**config.mk**
```make
export PLATFORM = sky130hd
export DESIGN_NAME = cv32e40p_register_file_scrubber
export DESIGN_NICKNAME = d
export VERILOG_FILES = /design/src/rtl/cv32e40p_rf_ecc_pkg.sv /design/src/rtl/cv32e40p_rf_ecc_corrector.sv /design/src/rtl/cv32e40p_register_file_scrubber.sv
export SDC_FILE = /design/constraint.sdc
export NUM_CORES = 1
export LEC_CHECK = 0
export CAP_MARGIN = 30
export CORE_AREA = 2 2 102 104
export CTS_CLUSTER_DIAMETER = 100
export DETAILED_ROUTE_END_ITERATION = 10
export DIE_AREA = 0 0 104 106
export PLACE_DENSITY = 0.83
export REMOVE_ABC_BUFFERS = 1
export SYNTH_ARGS = -nofsm -noshare
export SYNTH_HDL_FRONTEND = slang
export SYNTH_SLANG_ARGS = --single-unit
export TNS_END_PERCENT = 30
```
**constraint.sdc**
```tcl
create_clock -name clk -period 3.85 [get_ports clk]
set_clock_uncertainty 0.15 [all_clocks]
set_input_delay 0.5775 -clock clk [delete_from_list [all_inputs] [get_ports clk]]
set_output_delay 0.5775 -clock clk [all_outputs]
set_load 0.02 [all_outputs]
```
**src/rtl/cv32e40p_rf_ecc_pkg.sv**
```systemverilog
// Shared ECC definitions for the register-file scrubber: codeword geometry,
// Hamming parity positions, scrub FSM states and syndrome decode helper.
package cv32e40p_rf_ecc_pkg;

  localparam int unsigned CW_WIDTH  = 38;
  localparam int unsigned SYN_WIDTH = 6;

  // Parity bits sit at the power-of-two positions (1-based) of the codeword.
  localparam logic [SYN_WIDTH-1:0] PARITY_POS [SYN_WIDTH] =
    '{6'd1, 6'd2, 6'd4, 6'd8, 6'd16, 6'd32};

  typedef enum logic [2:0] {
    S_IDLE,
    S_WAIT,
    S_READ,
    S_CHECK,
    S_WRITE
  } scrub_state_e;

  // Syndrome names the 1-based position of a single flipped bit; turn it
  // into a flip mask. Zero or out-of-range syndromes give an empty mask.
  function automatic logic [CW_WIDTH-1:0] syn_to_flip_mask(input logic [SYN_WIDTH-1:0] syn);
    logic [CW_WIDTH-1:0] mask;
    mask = '0;
    for (int p = 1; p <= CW_WIDTH; p++) begin
      if (syn == SYN_WIDTH'(p)) mask[p-1] = 1'b1;
    end
    return mask;
  endfunction

endpackage

```
**src/rtl/cv32e40p_rf_ecc_corrector.sv**
```systemverilog
// Combinational Hamming SEC check of one 38-bit register-file codeword.
module cv32e40p_rf_ecc_corrector
  import cv32e40p_rf_ecc_pkg::*;
(
  input  logic [CW_WIDTH-1:0]  codeword,
  output logic [SYN_WIDTH-1:0] syndrome,
  output logic                 correctable,
  output logic                 uncorrectable,
  output logic [CW_WIDTH-1:0]  corrected
);

  // Syndrome bit k is the parity over every position whose index has bit k set.
  always_comb begin
    syndrome = '0;
    for (int k = 0; k < SYN_WIDTH; k++) begin
      for (int p = 1; p <= CW_WIDTH; p++) begin
        if ((SYN_WIDTH'(p) & PARITY_POS[k]) != '0) syndrome[k] = syndrome[k] ^ codeword[p-1];
      end
    end
  end

  assign correctable   = (syndrome != '0) && (syndrome <= SYN_WIDTH'(CW_WIDTH));
  assign uncorrectable = (syndrome > SYN_WIDTH'(CW_WIDTH));
  assign corrected     = codeword ^ syn_to_flip_mask(syndrome);

endmodule

```
**src/rtl/cv32e40p_register_file_scrubber.sv**
```systemverilog
// Background scrubber for the ECC-protected integer register file.
// Borrows read port C and write port B only when the core leaves them idle.
// Optional error-address logging: define CV32E40P_SCRUB_ERR_LOG_EN.
//
// state   | meaning
// --------+-----------------------------------------------------------
// S_IDLE  | scrubbing disabled, pointer held
// S_WAIT  | interval down-counter running between two register visits
// S_READ  | waiting for a free port C cycle, codeword captured on grant
// S_CHECK | syndrome evaluated on the captured codeword
// S_WRITE | waiting for a free port B cycle to write the corrected word
module cv32e40p_register_file_scrubber #(
  parameter int unsigned ADDR_WIDTH     = 6,
  parameter int unsigned NUM_REGS       = 32,
  parameter int unsigned CW_WIDTH       = 38,
  parameter int unsigned SCRUB_INTERVAL = 64,
  parameter int unsigned CNT_WIDTH      = 16
) (
  input  logic                  clk,
  input  logic                  rst,
  input  logic                  scrub_en_i,
  input  logic                  core_rc_busy_i,
  input  logic                  core_we_a_i,
  input  logic [ADDR_WIDTH-1:0] core_waddr_a_i,
  input  logic                  core_we_b_i,
  input  logic [ADDR_WIDTH-1:0] core_waddr_b_i,
  output logic                  scrub_rreq_o,
  output logic [ADDR_WIDTH-1:0] scrub_raddr_o,
  input  logic [CW_WIDTH-1:0]   scrub_rdata_i,
  output logic                  scrub_we_o,
  output logic [ADDR_WIDTH-1:0] scrub_waddr_o,
  output logic [CW_WIDTH-1:0]   scrub_wdata_o,
  output logic                  busy_o,
  output logic                  corr_pulse_o,
  output logic                  uncorr_pulse_o,
  output logic [CNT_WIDTH-1:0]  corr_cnt_o,
  output logic [ADDR_WIDTH-1:0] err_addr_o
);
  import cv32e40p_rf_ecc_pkg::*;

  localparam int unsigned IV_WIDTH = $clog2(SCRUB_INTERVAL + 1);

  scrub_state_e          state_q, state_d;
  logic [ADDR_WIDTH-1:0] ptr_q;
  logic [IV_WIDTH-1:0]   iv_cnt_q;
  logic [CW_WIDTH-1:0]   cw_q;
  logic                  abort_q;
  logic [CNT_WIDTH-1:0]  corr_cnt_q;

  logic                  grant, ptr_adv, iv_load;
  logic                  hit_a, hit_b;
  logic [SYN_WIDTH-1:0]  syndrome;
  logic                  correctable, uncorrectable;
  logic [CW_WIDTH-1:0]   corrected_cw;

  cv32e40p_rf_ecc_corrector u_corrector (
    .codeword      (cw_q),
    .syndrome      (syndrome),
    .correctable   (correctable),
    .uncorrectable (uncorrectable),
    .corrected     (corrected_cw)
  );

  assign hit_a = core_we_a_i && (core_waddr_a_i == ptr_q);
  assign hit_b = core_we_b_i && (core_waddr_b_i == ptr_q);

  // State register.
  always_ff @(posedge clk or posedge rst) begin
    if (rst) state_q <= S_IDLE;
    else     state_q <= state_d;
  end

  // Next state and port steering; dropping the enable wins over everything.
  always_comb begin
    state_d        = state_q;
    scrub_rreq_o   = 1'b0;
    scrub_raddr_o  = '0;
    scrub_we_o     = 1'b0;
    scrub_waddr_o  = '0;
    scrub_wdata_o  = '0;
    corr_pulse_o   = 1'b0;
    uncorr_pulse_o = 1'b0;
    grant          = 1'b0;
    ptr_adv        = 1'b0;
    iv_load        = 1'b0;
    if (!scrub_en_i) begin
      state_d = S_IDLE;
    end else begin
      case (state_q)
        S_IDLE: begin
          state_d = S_WAIT;
          iv_load = 1'b1;
        end
        S_WAIT: begin
          if (iv_cnt_q == '0) state_d = S_READ;
        end
        S_READ: begin
          if (!core_rc_busy_i) begin
            grant         = 1'b1;
            scrub_rreq_o  = 1'b1;
            scrub_raddr_o = ptr_q;
            state_d       = S_CHECK;
          end
        end
        S_CHECK: begin
          if (syndrome == '0) begin
            ptr_adv = 1'b1;
            iv_load = 1'b1;
            state_d = S_WAIT;
          end else if (correctable) begin
            state_d = S_WRITE;
          end else begin
            uncorr_pulse_o = uncorrectable;
            ptr_adv        = 1'b1;
            iv_load        = 1'b1;
            state_d        = S_WAIT;
          end
        end
        S_WRITE: begin
          if (abort_q) begin
            // Core wrote this register after we read it; its value is newer.
            ptr_adv = 1'b1;
            iv_load = 1'b1;
            state_d = S_WAIT;
          end else if (!core_we_b_i && !hit_a) begin
            scrub_we_o    = 1'b1;
            scrub_waddr_o = ptr_q;
            scrub_wdata_o = corrected_cw;
            corr_pulse_o  = 1'b1;
            ptr_adv       = 1'b1;
            iv_load       = 1'b1;
            state_d       = S_WAIT;
          end
        end
        default: state_d = S_IDLE;
      endcase
    end
  end

  // Pointer, interval timer, captured codeword, stale-data flag, correction count.
  always_ff @(posedge clk or posedge rst) begin
    if (rst) begin
      ptr_q      <= ADDR_WIDTH'(1);
      iv_cnt_q   <= '0;
      cw_q       <= '0;
      abort_q    <= 1'b0;
      corr_cnt_q <= '0;
    end else begin
      if (ptr_adv) begin
        ptr_q <= (ptr_q == ADDR_WIDTH'(NUM_REGS - 1)) ? ADDR_WIDTH'(1) : ptr_q + ADDR_WIDTH'(1);
      end
      if (iv_load) begin
        iv_cnt_q <= IV_WIDTH'(SCRUB_INTERVAL);
      end else if (state_q == S_WAIT && iv_cnt_q != '0) begin
        iv_cnt_q <= iv_cnt_q - IV_WIDTH'(1);
      end
      if (grant) begin
        cw_q    <= scrub_rdata_i;
        abort_q <= hit_a || hit_b;
      end else if (state_q == S_CHECK || state_q == S_WRITE) begin
        abort_q <= abort_q || hit_a || hit_b;
      end
      if (corr_pulse_o && corr_cnt_q != '1) begin
        corr_cnt_q <= corr_cnt_q + CNT_WIDTH'(1);
      end
    end
  end

  assign corr_cnt_o = corr_cnt_q;
  assign busy_o     = (state_q != S_IDLE) && (state_q != S_WAIT);

`ifdef CV32E40P_SCRUB_ERR_LOG_EN
  logic [ADDR_WIDTH-1:0] err_addr_q;
  logic                  uncorr_sticky_q;

  // Log the address of each error until the first uncorrectable one freezes it.
  always_ff @(posedge clk or posedge rst) begin
    if (rst) begin
      err_addr_q      <= '0;
      uncorr_sticky_q <= 1'b0;
    end else if (!uncorr_sticky_q && (corr_pulse_o || uncorr_pulse_o)) begin
      err_addr_q <= ptr_q;
      if (uncorr_pulse_o) uncorr_sticky_q <= 1'b1;
    end
  end

  assign err_addr_o = err_addr_q;
`else
  assign err_addr_o = '0;
`endif

endmodule

```
==> flow_metrics.tcl <==
set metrics [dict create \
    yosysMostFrequentCell "nand2_1" \
    cts_hold_buf 0 \
    rsz0062_at_grt "true" \
    ys.flop_type "dfrtp_1" \
    async_flop_share 1.000 \
    via_per_inst 5.041 \
    clk_pin_slew_ns 0.08 \
    io_pins 133 \
    hpwl_mm 9.787 \
    syn_area_um2 4778 \
    utilization 0.6978 \
    dp_cells 858 \
    cts_tree "built" \
    max_freq_ghz 0.2496 \
    crit_path_end_kind "primary output" \
    grt-busiest-layer "met2" \
    synth.top_cells.by_count "nand2_1 (160), dfrtp_1 (70), xnor2_1 (69)" \
    synth_cell_types 51 \
    final_nets 802 \
    ctsLongestPathBuffers 2 \
    critical_path_class "reg2out" \
    synth.avg_cell_area_um2 8.579 \
    grt_antenna_before_repair 0 \
    hold_viol 0 \
    finalMaxSlewViolations 0 \
    ant_nets 0 \
    dieArea_um2 11020 \
    yosys.area.top_type "dfrtp_1" \
    gp_congestion 0.9088 \
    drive_gt1_frac 0.1888 \
    drt_pass1_iterations 5 \
    start_util 0.4779 \
    diodes 0 \
    synth-seq-cells 71 \
    setup_ws_ns -0.1562 \
    areaGrowthSynthToFinish_pct 46.03 \
    clkSinkCount 71 \
    synth_area_leaders "dfrtp_1 (37%), xnor2_1 (13%), nand2_1 (13%)" \
    grt_util_met3 0.03924 \
    worst_slew_pin_slew_ns 0.7339 \
    outcome "complete, but fails checks" \
    cts_max_level 3 \
    die_w_um 104 \
    ys_warn_count 0 \
    cp-start-kind "register" \
    gr-usage-met1 0.3139 \
    wl_per_cell_um 15.50 \
    setup_viol 23 \
    synth_top_area_frac 0.3666 \
    core_um2 10000 \
    cap_violations 0 \
    min_period_ns 4.006 \
    period_share 1.041 \
    hold_path_class "reg2reg" \
    grt_max_degree 40 \
    via_count 4451 \
    grt_usage 0.2427 \
    num_rows 37 \
    port_buffers 126 \
    grt_pass1_vias 4432 \
    die_height_um 106 \
    finalSetupTns_ns -1.301 \
    clkLatencyLatePin_ns 0.36 \
    critPathRequiredTime_ns 3.12 \
    drtIter0Drc 214 \
    grt_pass1_wl_mm 21.34 \
    use_met2 0.4051 \
    synthCells 557 \
    slew_headroom 0.5100 \
    clockRootBuffer "clkbuf_8" \
    drcViolationCount 0 \
    violations "negative setup slack" \
    gr-total-overflow 0 \
    layout.cells.non_filler 883 \
    cts_made_buffers 9 \
    synth_edf_count 0 \
    path_max_fanout 4 \
    wl_mm 13.68 \
    yosysSeqAreaShare 0.3721 \
    cp.arrival_ns 3.28 \
]
==> metrics by stage <==
step                hold slack, ns  worst slack, ns  instance area (um2)
CTS                         0.3498          -0.1471                 6864
finish                      0.3434          -0.1562                 6978
global placement            0.3280          -0.1890                 6570
global route                0.3618          -0.2684                 6978
detailed placement          0.3390          -0.2244                 6570
floorplan                   0.3195           -1.668                 4681
==> worst max-delay path: stages, from the launching register on <==
cell,delay (ns)
dfrtp_1,0.42
xnor2_2,0.21
buf_4,0.14
xnor3_1,0.37
xnor3_2,0.43
or2_4,0.26
or3_4,0.41
buf_4,0.16
nor3_4,0.14
xnor2_1,0.09
nor2_1,0.13
buf_4,0.16
==> repair_timing <==
| action | CTS | global route |
|---|---|---|
| gates resized for setup | 99 | 27 |
| endpoints found under the setup margin | 39 | 41 |
| buffers inserted | 2 | 7 |
| pin swaps | 4 | 8 |
==> routing by layer <==
layer / up-vias / wire length [um]
li1: 2145 / -
met1: 2126 / 6032
met2: 152 / 6622
met3: 28 / 704
met4: 0 / 325
met5: - / 0
==> layout make-up <==
class,count,area [um2]
Fill cell,759,3022
Timing Repair Buffer,192,1712
Sequential cell,71,1779
Inverter,12,45.04
Clock buffer,10,137.6
Clock inverter,6,83.83
Tap cell,136,170.2
Multi-Input combinational cell,456,3050
==> kinds of logic after synthesis <==
logic type | share of synthesized area
simple gates | 0.2642
xor+xnor | 0.2757
flops | 0.3721
buf+inv | 0.03378
compound gates | 0.03823
fa+ha+maj | 0.01047
mux | 0.004713
other cells | 0.0007848
==> placed cells by master (no fill, tap or decap), drive strengths merged, types with 5 or more instances in the layout <==
master / count
and2: 7
buf: 76
clkbuf: 12
clkdlybuf4s15: 10
clkdlybuf4s50: 87
clkinv: 5
conb: 6
dfrtp: 70
dlygate4sd2: 16
inv: 11
nand2: 160
nand3: 7
nand4: 5
nor2: 64
nor3: 24
o21ai: 6
xnor2: 69
xnor3: 11
xor2: 48
==> flip-flops by register name (all words and copies together) (netlist names) <==
signal,count
cw_q,38
corr_cnt_o,16
iv_cnt_q,7
ptr_q,6
state_q,3
abort_q,1
==> worst paths after layout <==
path                               start                end  slack, ns  cells past startpoint
min in group asynchronous            rst     corr_cnt_o[15]       0.50                      2
max                             cw_q[28]  scrub_wdata_o[34]      -0.16                     11
min reg2reg                corr_cnt_o[7]      corr_cnt_o[7]       0.34                      1
min                        corr_cnt_o[7]      corr_cnt_o[7]       0.34                      1
max reg2reg                     cw_q[10]        iv_cnt_q[6]       0.34                     11
max in group asynchronous            rst           cw_q[33]       2.18                      3
Power is left out: the tool's default activity adds up to more than one toggle a clock period on the data nets, which glitch-free logic cannot reach.
